## config.mk

```make
export PLATFORM = sky130hd
export DESIGN_NAME = shift_unit_pipe
export DESIGN_NICKNAME = d
export VERILOG_FILES = /design/src/rtl/shift_unit_pipe.sv
export SDC_FILE = /design/constraint.sdc
export NUM_CORES = 1
export LEC_CHECK = 0
export BUFFER_PORTS_ARGS = -buffer_cell sky130_fd_sc_hd__buf_2
export CORE_AREA = 2 2 133 135
export CTS_CLUSTER_SIZE = 28
export DETAILED_ROUTE_END_ITERATION = 8
export DIE_AREA = 0 0 135 137
export PLACE_DENSITY = 0.84
export SYNTH_ARGS = -nofsm -noshare
export SYNTH_HDL_FRONTEND = slang
export SYNTH_SLANG_ARGS = --single-unit
export TNS_END_PERCENT = 100
```

## constraint.sdc

```tcl
create_clock -name clk_i -period 8.57 [get_ports clk_i]
set_clock_uncertainty 0.05 [all_clocks]
set_input_delay 1.2855 -clock clk_i [delete_from_list [all_inputs] [get_ports clk_i]]
set_output_delay 1.2855 -clock clk_i [all_outputs]
set_load 0.005 [all_outputs]
```

## src/rtl/shift_unit_pipe.sv

```systemverilog
// shift_unit_pipe
//   Pipelined logarithmic barrel shifter supporting SLL, SRL, SRA, ROL and ROR.
//   An input capture stage is followed by SHW right-shift levels, each
//   registered. Level k shifts by 2^k when bit k of the shift amount is set.
//   Left operations bit-reverse the operand on entry and the result on exit.
//   All stages advance together under a single global stall.
//
// Ports
//   clk_i        clock, all state on rising edge
//   rst_i        asynchronous active-high reset
//   flush_i      synchronous discard of all in-flight operations
//   in_valid_i   operation offered
//   in_ready_o   operation accepted when high together with in_valid_i
//   in_data_i    operand (WIDTH)
//   in_shamt_i   unsigned shift amount (SHW)
//   in_op_i      000 SLL, 001 SRL, 010 SRA, 011 ROL, 100 ROR, others illegal
//   in_tag_i     sideband tag, returned unchanged
//   out_valid_o  result present
//   out_ready_i  consumer accepts result
//   out_data_o   result (0 for illegal op)
//   out_tag_o    tag of the operation
//   out_err_o    operation had an illegal op code
module shift_unit_pipe #(
  parameter  int WIDTH = 32,
  parameter  int TAG_W = 4,
  localparam int SHW   = $clog2(WIDTH)
) (
  input  logic             clk_i,
  input  logic             rst_i,
  input  logic             flush_i,
  input  logic             in_valid_i,
  output logic             in_ready_o,
  input  logic [WIDTH-1:0] in_data_i,
  input  logic [SHW-1:0]   in_shamt_i,
  input  logic [2:0]       in_op_i,
  input  logic [TAG_W-1:0] in_tag_i,
  output logic             out_valid_o,
  input  logic             out_ready_i,
  output logic [WIDTH-1:0] out_data_o,
  output logic [TAG_W-1:0] out_tag_o,
  output logic             out_err_o
);

  localparam logic [2:0] OP_SLL = 3'b000;
  localparam logic [2:0] OP_SRL = 3'b001;
  localparam logic [2:0] OP_SRA = 3'b010;
  localparam logic [2:0] OP_ROL = 3'b011;
  localparam logic [2:0] OP_ROR = 3'b100;

  function automatic logic [WIDTH-1:0] bit_rev(input logic [WIDTH-1:0] v);
    logic [WIDTH-1:0] r;
    for (int i = 0; i < WIDTH; i++) begin
      r[i] = v[WIDTH-1-i];
    end
    return r;
  endfunction

  logic             w_adv;
  logic             w_legal;
  logic             w_rev;
  logic             w_rot;
  logic             w_fill;
  logic [WIDTH-1:0] w_in_data;
  logic [WIDTH-1:0] w_lvl [SHW];
  logic [WIDTH-1:0] w_res;

  // Stage registers: index k feeds shifter level k.
  logic             r_v [SHW];
  logic [WIDTH-1:0] r_d [SHW];
  logic [TAG_W-1:0] r_t [SHW];
  logic             r_e [SHW];
  logic [SHW-1:0]   r_s [SHW];  // remaining shift bits, bit 0 used by this level
  logic             r_f [SHW];  // fill bit for non-rotating shifts
  logic             r_r [SHW];  // rotate
  logic             r_b [SHW];  // bit-reverse result at exit (left ops)

  logic             r_out_valid;
  logic [WIDTH-1:0] r_out_data;
  logic [TAG_W-1:0] r_out_tag;
  logic             r_out_err;

  assign w_adv       = !r_out_valid || out_ready_i;
  assign in_ready_o  = w_adv && !flush_i;
  assign out_valid_o = r_out_valid;
  assign out_data_o  = r_out_data;
  assign out_tag_o   = r_out_tag;
  assign out_err_o   = r_out_err;

  // Decode the op into shifter controls and prepare the entry operand.
  always_comb begin
    w_legal = 1'b1;
    w_rev   = 1'b0;
    w_rot   = 1'b0;
    w_fill  = 1'b0;
    case (in_op_i)
      OP_SLL: w_rev = 1'b1;
      OP_SRL: w_rev = 1'b0;
      OP_SRA: w_fill = in_data_i[WIDTH-1];
      OP_ROL: begin
        w_rev = 1'b1;
        w_rot = 1'b1;
      end
      OP_ROR: w_rot = 1'b1;
      default: w_legal = 1'b0;
    endcase
    // Illegal ops shift a zero operand with zero fill, giving a zero result.
    if (!w_legal) begin
      w_in_data = {WIDTH{1'b0}};
    end else if (w_rev) begin
      w_in_data = bit_rev(in_data_i);
    end else begin
      w_in_data = in_data_i;
    end
  end

  // Shifter levels: level k conditionally shifts right by 2^k.
  for (genvar k = 0; k < SHW; k++) begin : g_lvl
    localparam int AMT = 32'd1 << k;
    logic [WIDTH-1:0] w_sh;
    logic [WIDTH-1:0] w_wrap;
    logic [WIDTH-1:0] w_fillv;
    assign w_sh     = r_d[k] >> AMT;
    assign w_wrap   = r_d[k] << (WIDTH - AMT);
    assign w_fillv  = r_f[k] ? ~({WIDTH{1'b1}} >> AMT) : {WIDTH{1'b0}};
    assign w_lvl[k] = !r_s[k][0] ? r_d[k] :
                      (r_r[k] ? (w_sh | w_wrap) : (w_sh | w_fillv));
  end

  assign w_res = r_b[SHW-1] ? bit_rev(w_lvl[SHW-1]) : w_lvl[SHW-1];

  // Valid bits of every stage: cleared by reset or flush, shifted on advance.
  always_ff @(posedge clk_i or posedge rst_i) begin
    if (rst_i) begin
      for (int i = 0; i < SHW; i++) r_v[i] <= 1'b0;
      r_out_valid <= 1'b0;
    end else if (flush_i) begin
      for (int i = 0; i < SHW; i++) r_v[i] <= 1'b0;
      r_out_valid <= 1'b0;
    end else if (w_adv) begin
      r_v[0] <= in_valid_i;
      for (int i = 1; i < SHW; i++) r_v[i] <= r_v[i-1];
      r_out_valid <= r_v[SHW-1];
    end
  end

  // Internal datapath stages; contents are don't-care while the valid bit is low.
  always_ff @(posedge clk_i) begin
    if (w_adv) begin
      r_d[0] <= w_in_data;
      r_t[0] <= in_tag_i;
      r_e[0] <= !w_legal;
      r_s[0] <= in_shamt_i;
      r_f[0] <= w_fill;
      r_r[0] <= w_rot;
      r_b[0] <= w_rev;
      for (int i = 1; i < SHW; i++) begin
        r_d[i] <= w_lvl[i-1];
        r_t[i] <= r_t[i-1];
        r_e[i] <= r_e[i-1];
        r_s[i] <= r_s[i-1] >> 1'b1;
        r_f[i] <= r_f[i-1];
        r_r[i] <= r_r[i-1];
        r_b[i] <= r_b[i-1];
      end
    end
  end

  // Output registers, held while the consumer stalls.
  always_ff @(posedge clk_i or posedge rst_i) begin
    if (rst_i) begin
      r_out_data <= {WIDTH{1'b0}};
      r_out_tag  <= {TAG_W{1'b0}};
      r_out_err  <= 1'b0;
    end else if (w_adv) begin
      r_out_data <= w_res;
      r_out_tag  <= r_t[SHW-1];
      r_out_err  <= r_e[SHW-1];
    end
  end

endmodule

```

# Yosys cells after proc, flatten, opt, wreduce, memory -nomap -nowiden
# Memory sizes are Yosys's and may differ from the RTL's. A register that Yosys moved wholly into a read port is not among the register bits.
# Index checks and enable logic that the tools add are counted.
# totals
ff_bits	38
mem_bits_rw	225
in_bits	49
word_cells	66
n_memories	7
# memory_table
name	words	word_bits	read_ports	rd_ports_with_merged_regs	wr	line	source
r_d	5	32	5	0	5	69	logic [WIDTH-1:0] r_d [SHW];
r_s	5	5	5	0	5	72	logic [SHW-1:0] r_s [SHW];
r_t	5	4	5	1	5	70	logic [TAG_W-1:0] r_t [SHW];
r_b	5	1	5	0	5	75	logic r_b [SHW];
r_e	5	1	5	1	5	71	logic r_e [SHW];
r_f	5	1	5	0	5	73	logic r_f [SHW];
+1 memories	-	-	-	-	-	-	
# op_classes
n_eq_ne	4
n_mux	28
n_bitwise	10
reduce_logical	10
# op_table
op	n
32-bit two-way mux	18
16-bit by 32-bit bitwise OR with 32-bit output	2
24-bit by 32-bit bitwise OR with 32-bit output	2
28-bit by 32-bit bitwise OR with 32-bit output	2
30-bit by 32-bit bitwise OR with 32-bit output	2
31-bit by 32-bit bitwise OR with 32-bit output	2
5-bit two-way mux	2
1-bit two-way mux	8
3-bit by 2-bit equality test with 1-bit output (second input constant)	2
5-bit OR reduction	1
2-bit OR reduction	2
3-bit by 1-bit equality test with 1-bit output (second input constant)	1
3-bit equality test (second input constant)	1
1-bit zero test	3
3-bit zero test	1
2-bit nonzero test	1
1-bit logical AND	1
1-bit logical OR	1

# Depth between registers and ports, before layout
# Gate-level depths: netlist of run 1.
# An unclocked memory read counts as a cell.
# logic_depth
ltp_word	6
ltp_mapped	6
depth_no_buf	4

# Worst setup path after synthesis of run 1
# Ideal clock, no wire load.
# synth_timing
kind	input to register
from	in out_ready_i
to	mem r_b[0], enable pin
setup_ps	483
t_arrival_ps	4138
setup_slack_ps	3899
stages	4
n_path_buf	2
cell_sequence	nor2b_1 > buf_2 > inv_1 > buf_2
# synth_lines
item	line	source
from (decl)	38	input logic out_ready_i,
to (decl)	75	

# Worst setup path after layout of run 1
# layout_timing
from	in out_ready_i
to	out in_ready_o
# layout_between
elab_chain_cells	2
# layout_lines
item	line	source
1-bit logical OR	82	assign w_adv = !r_out_valid || out_ready_i;
1-bit logical AND	83	assign in_ready_o = w_adv && !flush_i;
to (decl)	32	output logic in_ready_o,
# Every way passes these cells.

==> impl_metrics.json, run 1 <==
{
  "drv_cap": 0,
  "synth_seq_area_share": 0.699,
  "initial_core_util": 0.632,
  "cts_tree": "built",
  "cts.sinks": 258,
  "syn-num-nets": 753,
  "synth_fa_ha_area_frac": 0,
  "yosysWarningCount": 0,
  "portBuffers": 87,
  "layout-drive-gt1-share": 0.304,
  "drc_errors": 0,
  "finalWorstSetupSlack_ps": 5040,
  "tightest_slew_ps": 1290,
  "pre_cts_ws_ps": 4620,
  "postCtsSetupBuffers": 0,
  "synth_top_family_by_area": "multiplexers",
  "coreArea_mm2": 0.0171,
  "crit_family": "buffers and inverters",
  "ys_ff_latch": 258,
  "netlist_instances": 704,
  "route.detailed.wl_per_inst_um": 16.7,
  "switching_power_mw": 0.647,
  "p_seq_frac": 0.564,
  "dieArea_mm2": 0.0185,
  "drt-pass1-iter-count": 5,
  "vias": 5819,
  "wl_um": 17000,
  "antenna_cells": 0,
  "cts_resized": 0,
  "cp_slowest_cell": "buf_4",
  "max-slew-margin-rel": 0.141,
  "drt_iter0_markers": 400,
  "syn_avg_cell_area_um2": 15.3,
  "grt_pass1_vias": 5686,
  "irDropWorstVdd_mv": 0.182,
  "grt_usage": 0.190,
  "arrival_ps": 2190,
  "grt_pass1_wl_um": 28200,
  "fin_crit_sh": 0.412,
  "worstSetupStartpointType": "input pin",
  "final-setup-viol-count": 0,
  "routabilityCongestion": 0.815,
  "fmax_mhz": 283,
  "nets": 826,
  "worstHoldPathType": "flop to flop",
  "cts-hold-fix-buffers": 0,
  "netlist-cell-type-count": 25,
  "yosys.area_share.xor_xnor": 0,
  "num_io_pins": 88,
  "fin_util": 0.706,
  "crit_path_max_fanout": 63,
  "crit_path_cell_trace": "buf_2, nor2b_4, buf_4, nor2_1, buf_2",
  "antenna_left": 0,
  "fillCellCount": 1116,
  "pwr-share-comb": 0.094,
  "h-tree-depth": 1,
  "synth_compound_area_frac": 0.0587,
  "p_leak_nw": 4.84,
  "holdWs_ps": 359,
  "worstSetupEndpointType": "output pin",
  "crit_type": "input pin to output pin",
  "die-width_um": 135,
  "outcome": "finished, final reports clean",
  "clockRootBuffer": "clkbuf_16",
  "area.growth.synth_to_final_pct": 11.8,
  "insertion_delay_ps": 520,
  "crit_path_frequent_cell": "buf_2",
  "grt_max_degree": 120,
  "rsz0062_at_grt": "no",
  "worstPathRequired_ps": 7230,
  "rows": 48,
  "synthMuxAreaShare": 0.165,
  "path_buf_inv": 3,
  "min_period_ps": 3530,
  "synthesis.area_mm2": 0.0108,
  "p_per_area_mw_per_mm2": 241,
  "antenna_found_initial": 0,
  "drv_slew": 0,
  "pwr-share-clk": 0.342,
  "critPathMaxStageDelay_ps": 490,
  "clock_path_buffers": 3,
  "totalNegativeSetupSlack_ps": 0,
  "clk_pin_slew_worst_paths_ps": 60,
  "hold_viol": 0,
  "via_per_inst": 5.72,
  "dieHeight_um": 137,
  "hpwl_um": 11000,
  "internal_power_mw": 2.26,
  "numCtsBuffers": 25,
  "sw_frac_of_total": 0.223,
  "synthSimpleGateAreaFrac": 0.0548,
  "total_power_mw": 2.90,
  "overflow": 0
}
[cell usage after synthesis, drive strengths merged]
library cell,number,area (um2)
nor2b,4,25.0
nand2,106,398
a311o,15,150
edfxtp,215,6460
nor3,2,10.0
buf,32,180
mux2,113,1270
o221ai,30,263
nand2b,1,13.8
clkbuf,14,52.6
nor4bb,1,10.0
or2,1,6.26
inv,3,11.3
clkinv,1,3.75
a311oi,1,8.76
dfrtp,43,1080
o21ai,1,5.00
a221o,2,20.0
mux2i,50,500
nor2,34,128
a21oi,35,186
[final timing paths]
path                        startpoint             end  slack, ps  cells after the start
setup / recovery           out_ready_i      in_ready_o       5040                      5
hold / removal               r_s[1][2]       r_s[2][1]        360                      0
setup reg to reg           out_valid_o      r_d[0][64]       5540                      4
hold reg to reg              r_s[1][2]       r_s[2][1]        360                      0
max in group asynchronous        rst_i  out_data_o[20]       7270                      3
min in group asynchronous        rst_i          r_v[3]        840                      3
[metrics by stage]
step	cells	cell area (um2)
floorplan	704	10800
global placement	975	11300
detailed placement	975	11300
CTS	1018	12000
global route	1018	12000
finish	1018	12000
[routing by layer]
| layer | routed length (um) | global-route usage | up-vias |
|---|---|---|---|
| met5 | 0 | 0 | - |
| met4 | 571 | 0.0706 | 0 |
| met3 | 893 | 0.0319 | 41 |
| met2 | 8550 | 0.334 | 200 |
| met1 | 7030 | 0.238 | 2764 |
| li1 | - | - | 2814 |
[registers in the layout (all words and copies together) (netlist names)]
register / count
out_data_o: 32
out_err_o: 1
out_tag_o: 4
out_valid_o: 1
r_b: 5
r_d: 160
r_e: 5
r_f: 5
r_r: 5
r_s: 15
r_t: 20
r_v: 5
[cell usage in the layout (no fill, tap or decap), types with 7 or more instances in the layout]
master     netlist  layout
edfxtp_1       215     215
mux2_2         113     113
nand2_1        106     106
buf_2           21      87
mux2i_1         50      50
dfrtp_1         43      43
a21oi_1         34      34
nor2_1          34      34
o221ai_1        30      30
clkbuf_16        0      25
a311o_1         15      15
clkbuf_1        14       7
[power by group through the flow]
stage / clock [mW] / sequential (mW) / combinational (mW)
2_1_floorplan: 0 / 1.62 / 0.198
3_3_place_gp: 0 / 1.65 / 0.260
3_5_place_dp: 0 / 1.66 / 0.267
4_1_cts: 1.01 / 1.64 / 0.272
5_1_grt: 1.06 / 1.66 / 0.302
6_report: 0.993 / 1.64 / 0.273
[logic make-up after synthesis]
logic type,Yosys count
DFF,258
AOI/OAI and AO/OA,84
buffers and inverters,50
and+or+nand+nor,149
muxes,163
[area by class of cell]
cell class	instances	area (um2)	share of cell area
clock buffer	32	652	0.0541
clock inverter	11	77.6	0.00644
inverter	4	22.5	0.00187
multi-input combinational	396	3010	0.250
sequential	258	7530	0.625
tap	225	282	0.0234
timing repair buffer	92	473	0.0393
(Power assumes the default switching activity.)
==> inputs of run 2 (changes only) <==
Settings changed: CORE_AREA 2 2 133 135 to 2 2 138 140, DIE_AREA 0 0 135 137 to 0 0 140 142, PLACE_DENSITY 0.84 to 0.78.
Clock period 8.57 ns to 3.5 ns, I/O delays scaled along.
==> run 2 against run 1 <==
  * The flow now finishes with violations (DRC)
  * Critical path depth decreased by 1
  * Largest power group unchanged
  * Critical endpoint unchanged
  * Largest cell class unchanged
  * Combinational power increased by 140%
  * Core utilization decreased by 4.3 points
  * Critical path type is now flop to output pin
  * Flip-flop and latch count unchanged
  * Final cell count increased by 2.0%
==> impl_metrics.json, run 2 (same netlist as run 1, synthesis figures left out) <==
{
  "holdWs_ps": 90.4,
  "r2r_start": "r_r[0][4]",
  "cts-hold-fix-buffers": 0,
  "fin_util": 0.664,
  "irDropWorstVdd_mv": 0.417,
  "failed_checks": "DRC",
  "min_period_ps": 2370,
  "layout_commonest_cell": "edfxtp_1",
  "cts_resized": 0,
  "drv_slew": 0,
  "clk_pin_slew_worst_paths_ps": 60,
  "portBuffers": 87,
  "finalWorstSetupSlack_ps": 1130,
  "r2r_slack_ps": 1510,
  "rsz0062_at_grt": "no",
  "initial_core_util": 0.584,
  "postCtsSetupBuffers": 0,
  "crit_path_max_fanout": 62,
  "pre_cts_ws_ps": 1320,
  "largest_register": "r_d",
  "cp-startpoint": "out_valid_o",
  "p_per_area_mw_per_mm2": 600,
  "dieHeight_um": 142,
  "die-width_um": 140,
  "outcome": "complete, but fails checks",
  "num_io_pins": 88,
  "clock_path_buffers": 3,
  "antenna_left": 0,
  "antenna_cells": 0,
  "antenna_found_initial": 0,
  "numCtsBuffers": 26,
  "dieArea_mm2": 0.0199,
  "hpwl_um": 11300,
  "insertion_delay_ps": 510,
  "totalNegativeSetupSlack_ps": 0,
  "grt_max_degree": 89,
  "rows": 50,
  "area.growth.synth_to_final_pct": 13.6,
  "worstPathRequired_ps": 2920,
  "nets": 833,
  "grt_pass1_wl_um": 27900,
  "crit_end": "in_ready_o",
  "cts.sinks": 258,
  "ff2ff_path_depth": 3,
  "routabilityCongestion": 0.851,
  "wl_um": 17000,
  "layout-drive-gt1-share": 0.322,
  "fmax_mhz": 422,
  "p_leak_nw": 4.95,
  "worstHoldPathType": "input pin to async pin",
  "overflow": 0,
  "drv_cap": 0,
  "layout_common_cells": "edfxtp_1, mux2_2, nand2_1",
  "vias": 5836,
  "route.detailed.wl_per_inst_um": 16.4,
  "total_power_mw": 7.35,
  "largest_register_ff_count": 160,
  "worstSetupEndpointType": "output pin",
  "h-tree-depth": 1,
  "coreArea_mm2": 0.0185,
  "fin_crit_sh": 0.677,
  "drc_errors": 9,
  "crit_type": "flop to output pin",
  "worstSetupStartpointType": "flop",
  "via_per_inst": 5.62,
  "grt_usage": 0.170,
  "max-slew-margin-rel": 0.177,
  "grt_pass1_vias": 5673,
  "cts_tree": "built",
  "final-setup-viol-count": 0,
  "tightest_slew_ps": 1230,
  "hold_viol": 0,
  "drt-pass1-iter-count": 8,
  "clockRootBuffer": "clkbuf_16",
  "r2r_end": "out_data_o[15]",
  "arrival_ps": 1800,
  "drt_iter0_markers": 351
}
-- run 2: changes by cell type in the layout (fill, tap and decap cells not counted) --
cell        previous run  this run
clkinv_1               6         3
clkbuf_8               0         4
clkbuf_4               0         1
clkbuf_16             25        28
buf_4                  5        10
clkinv_4               1         0
clkinv_2               4         8
buf_12                 0         1
clkinvlp_4             0         1
clkbuf_1               7         3
-- run 2: metal layers --
| layer | vias up | routed length [um] | GRT usage |
|---|---|---|---|
| li1 | 2826 | - | - |
| met4 | 0 | 276 | 0.0457 |
| met5 | - | 0 | 0 |
| met1 | 2821 | 7240 | 0.216 |
| met2 | 174 | 8690 | 0.307 |
| met3 | 15 | 836 | 0.0289 |
-- run 2: layout make-up --
cell class / count / area [um2]
flip-flops and latches: 258 / 7530
fillers: 1256 / 6210
multi-input cells: 396 / 3010
clock buffers: 36 / 774
repair buffers: 98 / 531
well taps: 234 / 293
clock inverters: 12 / 85.1
inverters: 4 / 22.5
-- run 2: how the worst min path moves through the flow --
stage	end	slack, ps	depth (start not counted)
2_1_floorplan	r_b[1]	350	0
6_report	out_tag_o[2]	90	3
3_5_place_dp	r_t[4][0]	350	0
4_1_cts	r_v[0]	90	3
3_3_place_gp	r_t[2][1]	350	0
5_1_grt	r_s[0][1]	110	1
-- run 2: through the flow --
step | area, um2 | std cells
after CTS | 12200 | 1038
after detailed placement | 11400 | 990
after global routing | 12200 | 1038
after global placement | 11400 | 990
after floorplan | 10800 | 704
final | 12200 | 1038
-- run 2: worst max-delay path: stages (launching register included) --
cell and delay [ps]:
dfrtp_1 340, nor2b_4 210, buf_4 510, nor2_1 80, buf_2 140
-- run 2: report_power, final --
part | switching (mW) | internal (mW) | total (mW)
clock network | 1.05 | 1.62 | 2.67
registers | 0.240 | 3.78 | 4.02
logic | 0.295 | 0.371 | 0.666
total | 1.59 | 5.76 | 7.35
==> inputs of run 3 (changes only) <==
Settings changed: ABC_AREA set to 1, CORE_AREA 2 2 138 140 to 2 2 148 150, DIE_AREA 0 0 140 142 to 0 0 150 152, PLACE_DENSITY 0.78 to 0.75.
Clock period 3.5 ns to 2.1 ns, I/O delays scaled along.
==> run 3 against run 2 <==
  * The flow now finishes without violations
  * Sequential share of layout area shrank 3.4 points
  * Synthesized cell count rose by 62%
  * Worst setup slack worse by 1000 ps
  * Critical path depth is 2 higher
  * Register-to-register slack worse by 1200 ps
  * Synthesized area grew 4.4%
  * Worst hold slack worse by 39 ps
  * Power up 73%
  * Routed wire length increased by 13%
  * Core utilization decreased by 5.6 points
  * Non-clock buffer count up 18
  * Largest cell class unchanged
==> impl_metrics.json, run 3 <==
{
  "via_per_inst": 4.90,
  "worstHoldPathType": "input pin to flop",
  "rows": 54,
  "routabilityCongestion": 0.905,
  "critPathMaxStageDelay_ps": 370,
  "crit_path_cell_trace": "inv_1, nor2_4, bufinv_16, nand2_2, inv_1, buf_2",
  "hpwl_um": 12600,
  "grt_pass1_wl_um": 33100,
  "grt_pass1_vias": 7174,
  "antenna_cells": 0,
  "fin_crit_sh": 0.941,
  "final-setup-viol-count": 0,
  "hold_viol": 0,
  "rsz0062_at_grt": "no",
  "route.detailed.wl_per_inst_um": 12.6,
  "numCtsBuffers": 27,
  "wl_met3_um": 846,
  "crit_path_max_fanout": 37,
  "worstSetupStartpointType": "flop",
  "synth_seq_area_share": 0.670,
  "clockRootBuffer": "clkbuf_16",
  "totalNegativeSetupSlack_ps": 0,
  "synth_commonest_cells": "nand2_1, edfxtp_1, nor2_1, inv_1, o21ai_0",
  "antenna_found_initial": 0,
  "syn-num-nets": 1191,
  "ys.flop_type": "edfxtp_1",
  "layout-drive-gt1-share": 0.136,
  "vias": 7490,
  "largest_register": "r_d",
  "worstPathRequired_ps": 1740,
  "netlist-cell-type-count": 26,
  "grt_usage": 0.176,
  "crit_path_frequent_cell": "inv_1",
  "arrival_ps": 1610,
  "grt_max_degree": 143,
  "worstSetupEndpointType": "output pin",
  "initial_core_util": 0.527,
  "drt_iter0_markers": 570,
  "crit_type": "flop to output pin",
  "cts_tree": "built",
  "num_io_pins": 88,
  "insertion_delay_ps": 520,
  "fin_util": 0.607,
  "overflow": 0,
  "fmax_mhz": 506,
  "antenna_left": 0,
  "p_per_area_mw_per_mm2": 982,
  "wl_um": 19300,
  "clock_path_buffers": 3,
  "met2_wirelength_um": 9690,
  "largest_register_ff_count": 160,
  "syn_avg_cell_area_um2": 9.85,
  "clk_pin_slew_worst_paths_ps": 60,
  "synthesis.area_mm2": 0.0112,
  "yosysWarningCount": 0,
  "drv_cap": 0,
  "dieArea_mm2": 0.0228,
  "nets": 1278,
  "netlist_instances": 1142,
  "ys_ff_latch": 258,
  "r2r_slack_ps": 270,
  "synth_edf_count": 215,
  "drt-pass1-iter-count": 8,
  "drv_slew": 0,
  "route.layer.met1.wl_um": 8110,
  "p_leak_nw": 5.94,
  "h-tree-depth": 1,
  "synth_most_common_cell": "nand2_1",
  "synth_top_cell_by_area": "edfxtp_1",
  "outcome": "finished, final reports clean",
  "synthTopCellsByArea": "edfxtp_1, nand2_1, dfrtp_1",
  "drc_errors": 0,
  "cts.sinks": 258,
  "portBuffers": 87,
  "async_flop_share": 0.167,
  "cp_slowest_cell": "dfrtp_1",
  "layout_common_cells": "nand2_1, edfxtp_1, nor2_1",
  "coreArea_mm2": 0.0214,
  "routed.top_layer": "met4",
  "irDropWorstVdd_mv": 0.582,
  "layout_commonest_cell": "nand2_1",
  "yosysTopAreaCellShare": 0.574,
  "min_period_ps": 1980,
  "dieHeight_um": 152,
  "max-slew-margin-rel": 0.550,
  "die-width_um": 150,
  "area.growth.synth_to_final_pct": 15.3,
  "tightest_slew_ps": 675
}
run 3: cell families (layout without fill, tap and decap cells):
family | Yosys count | count (layout) | share of synthesized area
buf+inv | 147 | 254 | 0.0582
mux | 2 | 2 | 0.00200
flops | 258 | 258 | 0.670
simple gates | 614 | 614 | 0.215
compound gates | 121 | 121 | 0.0553
run 3: path summary, 6_finish.rpt:
kind / cells after the start / endpoint / start
max: 6 / in_ready_o / out_valid_o
min: 3 / r_r[0][0] / in_op_i[2]
max reg2reg: 4 / r_f[0][1] / out_valid_o
min reg2reg: 0 / r_t[4][0] / r_t[3][0]
max in group asynchronous: 4 / out_data_o[10] / rst_i
min in group asynchronous: 4 / out_data_o[30] / rst_i
run 3: layout make-up:
cell class / count / area [um2]
Tap cell: 280 / 350
Clock buffer: 29 / 683
Sequential cell: 258 / 7530
Clock inverter: 20 / 260
Multi-Input combinational cell: 737 / 3070
Inverter: 88 / 357
Fill cell: 1718 / 8380
Timing Repair inverter: 1 / 8.76
Timing Repair Buffer: 116 / 708
run 3: what timing repair did:
| action | in CTS | in global routing |
|---|---|---|
| setup endpoints to repair | 1 | 1 |
| hold buffers | 12 | 0 |
| pin swaps | 1 | 0 |
| endpoints found under the hold margin | 54 | 0 |
| gates cloned | 1 | 0 |
| buffers inserted | 1 | 0 |
| resized for setup | 2 | 1 |
run 3: where the power goes:
part	internal [mW]	leakage (nW)	total, mW	switching (mW)
combinational	0.494	2.58	1.25	0.755
sequential	6.23	2.91	6.53	0.294
clock	3.09	0.451	4.96	1.87
total	9.82	5.94	12.7	2.92
run 3: per-layer routing:
| layer | GRT usage | up-vias |
|---|---|---|
| met1 | 0.219 | 3378 |
| met3 | 0.0264 | 46 |
| li1 | - | 3889 |
| met4 | 0.0732 | 0 |
| met2 | 0.307 | 177 |
| met5 | 0 | - |
run 3: critical path, delay by kind of cell, from the launching register on:
family,cells,cell delay [ps]
buf+inv,4,560
flops,1,370
simple gates,2,170
run 3: per-stage QoR:
| stage | std cells | hold WS [ps] | instance area (um2) | worst slack, ps | total power, mW |
|---|---|---|---|---|---|
| 5_1_grt | 1529 | 56.8 | 13000 | 8.43 | 13.4 |
| 6_report | 1529 | 51.8 | 13000 | 123 | 12.7 |
| 3_5_place_dp | 1466 | 355 | 11900 | 186 | 7.86 |
| 4_1_cts | 1529 | 34.5 | 13000 | 26.9 | 12.9 |
| 2_1_floorplan | 1142 | 350 | 11300 | 39.0 | 7.40 |
| 3_3_place_gp | 1466 | 351 | 11900 | 208 | 7.81 |
